===== src/rtl/mem_port_arbiter.sv =====
// mem_port_arbiter: shares one single-port BRAM between two requesters with per-beat grant and tagged read return
// Ports: ACLK/ARESETN clock and async active-low reset; req_en/req_we/req_addr/req_wdata per-requester beat request
//   (slice i = requester i); req_gnt per-beat grant; req_rvalid/req_rdata tagged read return; mem_* BRAM side.
// Build option: FIXED_PRIO_EN gives requester 0 strict priority and removes round robin and the burst cap.
module mem_port_arbiter #(
  parameter int ADDR_WIDTH = 8,
  parameter int DATA_WIDTH = 32,
  parameter int RD_LATENCY = 1,
  parameter int MAX_BURST  = 16
) (
  input  logic                    ACLK,
  input  logic                    ARESETN,
  input  logic [1:0]              req_en,
  input  logic [1:0]              req_we,
  input  logic [2*ADDR_WIDTH-1:0] req_addr,
  input  logic [2*DATA_WIDTH-1:0] req_wdata,
  output logic [1:0]              req_gnt,
  output logic [1:0]              req_rvalid,
  output logic [DATA_WIDTH-1:0]   req_rdata,
  output logic                    mem_en,
  output logic                    mem_we,
  output logic [ADDR_WIDTH-1:0]   mem_addr,
  output logic [DATA_WIDTH-1:0]   mem_wdata,
  input  logic [DATA_WIDTH-1:0]   mem_rdata
);
  logic beat, win, rd;
  logic [RD_LATENCY-1:0] sr_v, sr_id;
  // gating with ARESETN keeps grants and BRAM strobes quiet for the whole reset window
  assign beat = ARESETN & |req_en;
`ifdef FIXED_PRIO_EN
  assign win = ~req_en[0];
`else
  localparam int CW = $clog2(MAX_BURST + 1);
  logic owner, owner_vld, last_owner, arb;
  logic [CW-1:0] burst_cnt;
  assign arb = owner_vld ? ((burst_cnt < CW'(MAX_BURST)) ? owner : ~owner) : ~last_owner;
  assign win = &req_en ? arb : req_en[1];
  always_ff @(posedge ACLK or negedge ARESETN)
    if (!ARESETN) begin
      owner      <= 1'b0;
      owner_vld  <= 1'b0;
      last_owner <= 1'b1;
      burst_cnt  <= '0;
    end else if (beat) begin
      owner      <= win;
      owner_vld  <= 1'b1;
      last_owner <= win;
      burst_cnt  <= (owner_vld && owner == win)
                    ? ((burst_cnt == CW'(MAX_BURST)) ? burst_cnt : burst_cnt + CW'(1))
                    : CW'(1);
    end else begin
      owner_vld <= 1'b0;
      burst_cnt <= '0;
    end
`endif
  assign req_gnt   = beat ? {win, ~win} : 2'b00;
  assign mem_en    = beat;
  assign mem_we    = beat & (win ? req_we[1] : req_we[0]);
  assign mem_addr  = beat ? (win ? req_addr[2*ADDR_WIDTH-1:ADDR_WIDTH] : req_addr[ADDR_WIDTH-1:0]) : '0;
  assign mem_wdata = beat ? (win ? req_wdata[2*DATA_WIDTH-1:DATA_WIDTH] : req_wdata[DATA_WIDTH-1:0]) : '0;
  assign rd        = beat & ~mem_we;
  // delay line of {valid, id} matching the BRAM read latency; last stage tags the returning data
  always_ff @(posedge ACLK or negedge ARESETN)
    if (!ARESETN) begin
      sr_v  <= '0;
      sr_id <= '0;
    end else begin
      sr_v[0]  <= rd;
      sr_id[0] <= win;
      for (int i = 1; i < RD_LATENCY; i++) begin
        sr_v[i]  <= sr_v[i-1];
        sr_id[i] <= sr_id[i-1];
      end
    end
  assign req_rvalid = sr_v[RD_LATENCY-1] ? {sr_id[RD_LATENCY-1], ~sr_id[RD_LATENCY-1]} : 2'b00;
  assign req_rdata  = mem_rdata;
endmodule


===== config.mk =====
export PLATFORM = sky130hd
export DESIGN_NAME = mem_port_arbiter
export DESIGN_NICKNAME = d
export VERILOG_FILES = /design/src/rtl/mem_port_arbiter.sv
export SDC_FILE = /design/constraint.sdc
export NUM_CORES = 1
export LEC_CHECK = 0
export CAP_MARGIN = 20
export CORE_UTILIZATION = 24
export CTS_BUF_LIST = sky130_fd_sc_hd__clkbuf_16
export DETAILED_ROUTE_END_ITERATION = 8
export GPL_TIMING_DRIVEN = 0
export HOLD_SLACK_MARGIN = 0.15
export PLACE_DENSITY_LB_ADDON = 0.15
export SLEW_MARGIN = 10
export SYNTH_ARGS = -nofsm -noshare
export SYNTH_HDL_FRONTEND = slang
export SYNTH_SLANG_ARGS = --single-unit

===== constraint.sdc =====
create_clock -name ACLK -period 1.6 [get_ports ACLK]
set_input_delay 0.4 -clock ACLK [delete_from_list [all_inputs] [get_ports ACLK]]
set_output_delay 0.4 -clock ACLK [all_outputs]
set_load 0.05 [all_outputs]

==> results of run 1 <==
## per-layer routing
layer | wire length (µm) | global-route usage [%] | up-vias
met5 | 0 | 0 | -
met4 | 146 | 5.49 | 0
met3 | 519 | 3.76 | 12
met2 | 3860 | 38.5 | 111
met1 | 2300 | 20.0 | 1008
li1 | - | - | 1076
## worst paths after layout
check | start | to | slack, ns | cells after the start
setup reg to reg | owner | sr_v | -0.19 | 9
setup / recovery | owner | mem_wdata[27] | -0.64 | 7
max in group asynchronous | ARESETN | owner_vld | 0.67 | 2
hold reg to reg | last_owner | last_owner | 0.49 | 2
hold / removal | last_owner | last_owner | 0.49 | 2
min in group asynchronous | ARESETN | burst_cnt[3] | 0.63 | 2
## through the flow
step	area, µm²	power (mW)
finish	4330	2.55
global route	4330	2.66
CTS	4320	2.57
detailed placement	3870	1.92
global placement	3870	1.91
floorplan	2140	1.39
## worst max-delay path: stages (launching register included)
cell and delay, ns:
dfrtp_1 0.40, xor2_2 0.20, o211ai_2 0.17, buf_8 0.14, buf_8 0.13, buf_12 0.14
mux2i_4 0.23, buf_6 0.18
## synthesized netlist by cell type, types with 2 or more instances
| cell | count |
|---|---|
| buf_2 | 5 |
| buf_4 | 32 |
| buf_6 | 2 |
| buf_8 | 3 |
| clkbuf_1 | 4 |
| dfrtp_1 | 9 |
| ha_1 | 2 |
| inv_1 | 6 |
| mux2_2 | 2 |
| mux2i_1 | 41 |
| nand2_1 | 85 |
| nand3_1 | 3 |
| nor2_1 | 8 |
| o21ai_0 | 2 |
| xnor2_1 | 2 |
| xor2_1 | 3 |
## registers in the layout (all words and copies together) (netlist names)
| signal | cells |
|---|---|
| burst_cnt | 5 |
| last_owner | 1 |
| owner | 1 |
| owner_vld | 1 |
| sr_id | 1 |
| sr_v | 1 |
## placed cells by master, fill, tap and decap left out, types with 2 or more instances in the layout
cell type	Yosys	final
inv_1	6	5
clkbuf_16	0	3
ha_1	2	2
xnor2_1	2	2
clkdlybuf4s50_1	0	82
nor2_1	8	6
mux2i_4	0	39
dlygate4sd2_1	0	32
nand2_1	85	85
clkbuf_1	4	3
nand3_1	3	3
buf_4	32	41
dfrtp_1	9	9
buf_2	5	2
clkdlybuf4s15_2	0	2
buf_6	2	53
nor2_4	0	2
buf_12	0	2
buf_8	3	6
o21ai_2	0	2
xor2_1	3	2
dlygate4sd3_1	0	2
buf_16	0	5
## what timing repair did
action / 4_1_cts / 5_1_grt
pin swaps: 4 / 3
hold endpoints to repair: 9 / 0
gates resized for setup: 398 / 11
buffers inserted: 15 / 4
hold buffers: 2 / 0
setup endpoints to repair: 87 / 44
gates cloned: 4 / 0
## cell families (layout without fill, tap and decap cells)
group                      Yosys count  count (layout)  synth area share, %
AOI/OAI and AO/OA                    9               9                 4.20
buffers and inverters               53             242                 23.2
xor gates and xnor gates             5               5                 2.72
adders and majority gates            2               2                 1.55
DFF                                 10              10                 15.6
muxes                               43              43                 26.9
and+or+nand+nor                    103             103                 25.7
## where the power goes
| group | internal, mW | switching, mW | total [mW] |
|---|---|---|---|
| registers | 0.273 | 0.0129 | 0.285 |
| clock network | 0.328 | 0.118 | 0.445 |
| logic | 0.880 | 0.942 | 1.82 |
## final cells by class
| type | instances | area share, % |
|---|---|---|
| Tap cell | 77 | 2.22 |
| Buffer | 45 | 9.13 |
| Clock buffer | 3 | 1.73 |
| Multi-Input combinational cell | 162 | 35.4 |
| Inverter | 7 | 0.664 |
| Clock inverter | 1 | 0.0867 |
| Sequential cell | 10 | 5.81 |
| Timing Repair Buffer | 186 | 44.9 |
==> run summary, run 1 <==
Count of synthesis-stage warnings from yosys - 0
Final HPWL from detailed placement - 5380 µm
H-Tree Depth - 1
Layout cell share with drive strength beyond 1 - 41.3%
Number of max-cap violations - 0
Total track usage - 19.3%
VDD IR-drop max - 0.314 mV
Crit path max fanout - 5
Insertion delay of the later-clocked pin in the worst-skew pair - 0.24 ns
Effective utilization at floorplan - 25.1%
Instance count after placement with tap cells included - 465
Final WL - 6830 µm
Iteration count of the initial detailed-routing pass - 6
Category of the critical setup timing path - reg2out
Sum of negative setup slack - -26.11 ns
Clock slew at reported path FFs - 0.04 ns
Share of synthesized flip-flops with an asynchronous set or reset - 100%
Post-route minimum period - 2.24 ns
Number of fill cells - 546
Violated checks - design-rule violations, negative setup slack
Number of global-route vias before repair - 2287
Prevailing post-synth register cell - dfrtp_1
Nets in the synthesized netlist - 345
Clock tree from TritonCTS - built
Portion of the post-synthesis area used by sequential elements - 15.6%
Number of enable flip-flop cells after synthesis - 0
Count of antenna-violating nets left after detailed routing - 0
Leakage component of the power - 1.87 nW
RePlAce Congestion - 0.717
Relative area change from synthesis to final layout - 169%
Tightest slew margin relative to the limit - 65.8%
Area share of the largest cell type after synthesis - 25.5%
Die H - 83.9 µm
Min Hold Slack - 0.489 ns
Total standard cell area after synthesis - 1610 µm²
Worst path arrival time - 1.84 ns
Number of vias in the routed layout - 2207
# clock sinks - 10
Number of I/O pins - 196
Floorplan Core Area - 6420 µm²
Worst path required time - 1.20 ns
Critical path launch point type - flop
Multi-input logic area - 1530 µm²
RSZ-0062 raised after global routing - true
Die outline width - 83.9 µm
Worst setup slack after layout - -0.641 ns
I/O Buffers - 163
P per Cell Area - 589 nW/µm²
Unique cell type count in the Yosys netlist - 32
Run status - finished, violations left
Final Util - 67.4%
Final setup skew - 0.00284 ns
Die ar. - 7040 µm²
Dominant cell type by area after synthesis - mux2i_1
Worst setup slack after placement - -2.00 ns
Hold Crit Class - reg2reg
Period Utilization, post-route - 140%
Fin nets - 535
Row count - 29
Seq. cell area - 251 µm²
Overflow left after global routing - 0
Num CTS Buffers - 3
Longest Clk Path Bufs - 2
Synthesis-stage register bit count - 10
Remaining DRCs - 16
Filler-free cell count of the finished design - 491
Top achievable clock speed - 446 MHz
Wire length per cell - 13.9 µm
Number of hold-slack violations in the final timing report - 0
Synth top area cells - mux2i_1 26%, nand2_1 20%, buf_4 15%, dfrtp_1 14%, buf_8 2.8%
Routed via count divided by cell count - 4.49
Inserted Diodes - 0
Final number of setup-violating endpoints - 44
Synthesized area per cell - 7.15 µm²
Worst setup EP type - primary output
Number of antenna violations at the first check in global routing - 0
Pins over their slew limit - 0
Root buffer cell - clkbuf_16
Global-route wire length before repair - 10900 µm
Largest net degree at the start of global routing - 12
Transition at the pin with the smallest max-transition slack - 0.515 ns
Post-Synthesis Cells - 225
Detailed Route Iter0 Violations - 107
No activity file was read; power rests on OpenSTA's default activity.
==> inputs of run 2 (changes only) <==
--- a/config.mk
+++ b/config.mk
@@ -11,7 +11,8 @@
 export DETAILED_ROUTE_END_ITERATION = 8
 export GPL_TIMING_DRIVEN = 0
 export HOLD_SLACK_MARGIN = 0.15
-export PLACE_DENSITY_LB_ADDON = 0.15
+export MAX_ROUTING_LAYER = met4
+export PLACE_DENSITY = 0.78
 export SLEW_MARGIN = 10
 export SYNTH_ARGS = -nofsm -noshare
 export SYNTH_HDL_FRONTEND = slang
==> run summary, run 2 (synthesis results as in run 1) <==
Final number of setup-violating endpoints - 44
Floorplan Core Area - 6420 µm²
Row count - 29
Post-route minimum period - 2.29 ns
Leakage component of the power - 1.83 nW
Crit path max fanout - 10
Worst reg-to-reg path cell count - 6
Critical path launch point type - flop
Remaining DRCs - 16
Root buffer cell - clkbuf_16
Transition at the pin with the smallest max-transition slack - 0.515 ns
VDD IR-drop max - 0.351 mV
Num CTS Buffers - 3
Total track usage - 20.0%
Final HPWL from detailed placement - 5580 µm
Number of I/O pins - 196
I/O Buffers - 163
Worst setup EP type - primary output
Number of max-cap violations - 0
Clock tree from TritonCTS - built
Worst setup slack after layout - -0.688 ns
Routed via count divided by cell count - 4.53
Final WL - 7060 µm
Insertion delay of the later-clocked pin in the worst-skew pair - 0.24 ns
Post-route design area - 4250 µm²
Endpoint of the worst register-to-register path - sr_v
CP max stage delay - 0.40 ns
Fin nets - 528
Top achievable clock speed - 437 MHz
Cell at the slowest stage of the critical path - dfrtp_1
Detailed Route Iter0 Violations - 81
Count of antenna-violating nets left after detailed routing - 0
Filler-free cell count of the finished design - 484
Run status - finished, violations left
Relative area change from synthesis to final layout - 164%
Pins over their slew limit - 0
RSZ-0062 raised after global routing - true
Worst setup slack after placement - -2.06 ns
Overflow left after global routing - 0
RePlAce Congestion - 0.755
Cell breakdown of the critical path - xor2_2 -> o211ai_4 -> buf_12 -> buf_16 -> mux2i_4 -> buf_6
Number of global-route vias before repair - 2332
Final setup skew - 0.00132 ns
Clock slew at reported path FFs - 0.04 ns
Min Hold Slack - 0.490 ns
Most common cell after layout, fill and taps aside - nand2_1
Instance count after placement with tap cells included - 465
Hold Crit Class - reg2reg
H-Tree Depth - 1
Worst hold path startpoint - last_owner
Worst hold path endpoint - last_owner
Layout cell share with drive strength beyond 1 - 39.8%
P per Cell Area - 590 nW/µm²
Final Util - 66.1%
Die H - 83.9 µm
Iteration count of the initial detailed-routing pass - 6
Start of the worst register-to-register path - owner
Global-route wire length before repair - 10900 µm
Category of the critical setup timing path - reg2out
Instance area at placement - 3870 µm²
Period Utilization, post-route - 143%
Die ar. - 7040 µm²
Timing startpoint of the critical path - owner
Worst hold path cell count - 2
Inserted Diodes - 0
Worst path required time - 1.20 ns
Number of hold-slack violations in the final timing report - 0
Largest register by flop count - burst_cnt
Sum of negative setup slack - -27.76 ns
Worst path arrival time - 1.89 ns
Die outline width - 83.9 µm
Total design power - 2.51 mW
Reg2reg setup slack - -0.04 ns
Number of antenna violations at the first check in global routing - 0
Number of flip-flops in the largest register - 5
Leading cell types in the layout, fill and taps excluded - 85 x nand2_1, 82 x clkdlybuf4s50_1, 49 x buf_6
Wire length per cell - 14.6 µm
Number of vias in the routed layout - 2191
Violated checks - design-rule violations, negative setup slack
Effective utilization at floorplan - 25.1%
Longest Clk Path Bufs - 2
# clock sinks - 10
Tightest slew margin relative to the limit - 65.8%
Largest net degree at the start of global routing - 12
-- run 2: changes by cell type in the layout (fill, tap and decap cells not counted), sizes merged --
cell | previous run | this run
buf | 109 | 100
clkbuf | 7 | 10
clkdlybuf4s15 | 2 | 1
clkinv | 1 | 0
inv | 7 | 8
-- run 2: worst max-delay path by stage --
stage               slack (ns)  cells after the start       endpoint
floorplan                -0.41                      5    mem_addr[2]
CTS                      -0.69                      7    mem_addr[0]
detailed placement       -2.06                      8   mem_wdata[7]
global route             -0.75                      6   mem_wdata[0]
global placement         -2.05                      8  mem_wdata[12]
finish                   -0.69                      6    mem_addr[3]
-- run 2: layout make-up --
| class | instances | area [µm²] |
|---|---|---|
| clock inverter | 1 | 3.75 |
| timing repair buffer | 178 | 1840 |
| fill | 531 | 2180 |
| inverter | 7 | 31.3 |
| multi-input combinational | 162 | 1520 |
| tap | 77 | 96.3 |
| clock buffer | 3 | 75.1 |
| buffer | 46 | 428 |
| sequential | 10 | 251 |
-- run 2: routing by layer --
layer | GRT usage [%] | vias to the layer above | share of wire, % | wire length [µm]
met4 | 5.64 | 0 | 2.2 | 157
li1 | - | 1061 | - | -
met3 | 3.96 | 16 | 6.8 | 480
met1 | 18.6 | 1002 | 32 | 2280
met2 | 40.6 | 112 | 59 | 4150
met5 | - | - | 0 | 0
-- run 2: critical path: cells and delay by family, from the launching register on --
| family | cells | cell delay [ns] |
|---|---|---|
| xor gates and xnor gates | 1 | 0.21 |
| muxes | 1 | 0.24 |
| AOI/OAI and AO/OA | 1 | 0.24 |
| buffers and inverters | 3 | 0.55 |
| DFF | 1 | 0.40 |
-- run 2: timing repair --
item / in CTS / in global routing
hold buffers: 2 / 0
buffers inserted: 7 / 3
hold endpoints to repair: 9 / 0
pin swaps: 2 / 3
cloned: 1 / 2
endpoints found under the setup margin: 87 / 44
gates resized for setup: 378 / 14
-- run 2: power by group --
part	internal, mW	switching (mW)	leakage (nW)
combinational	0.846	0.937	1.66
clock	0.327	0.111	0.0423
sequential	0.273	0.0134	0.129
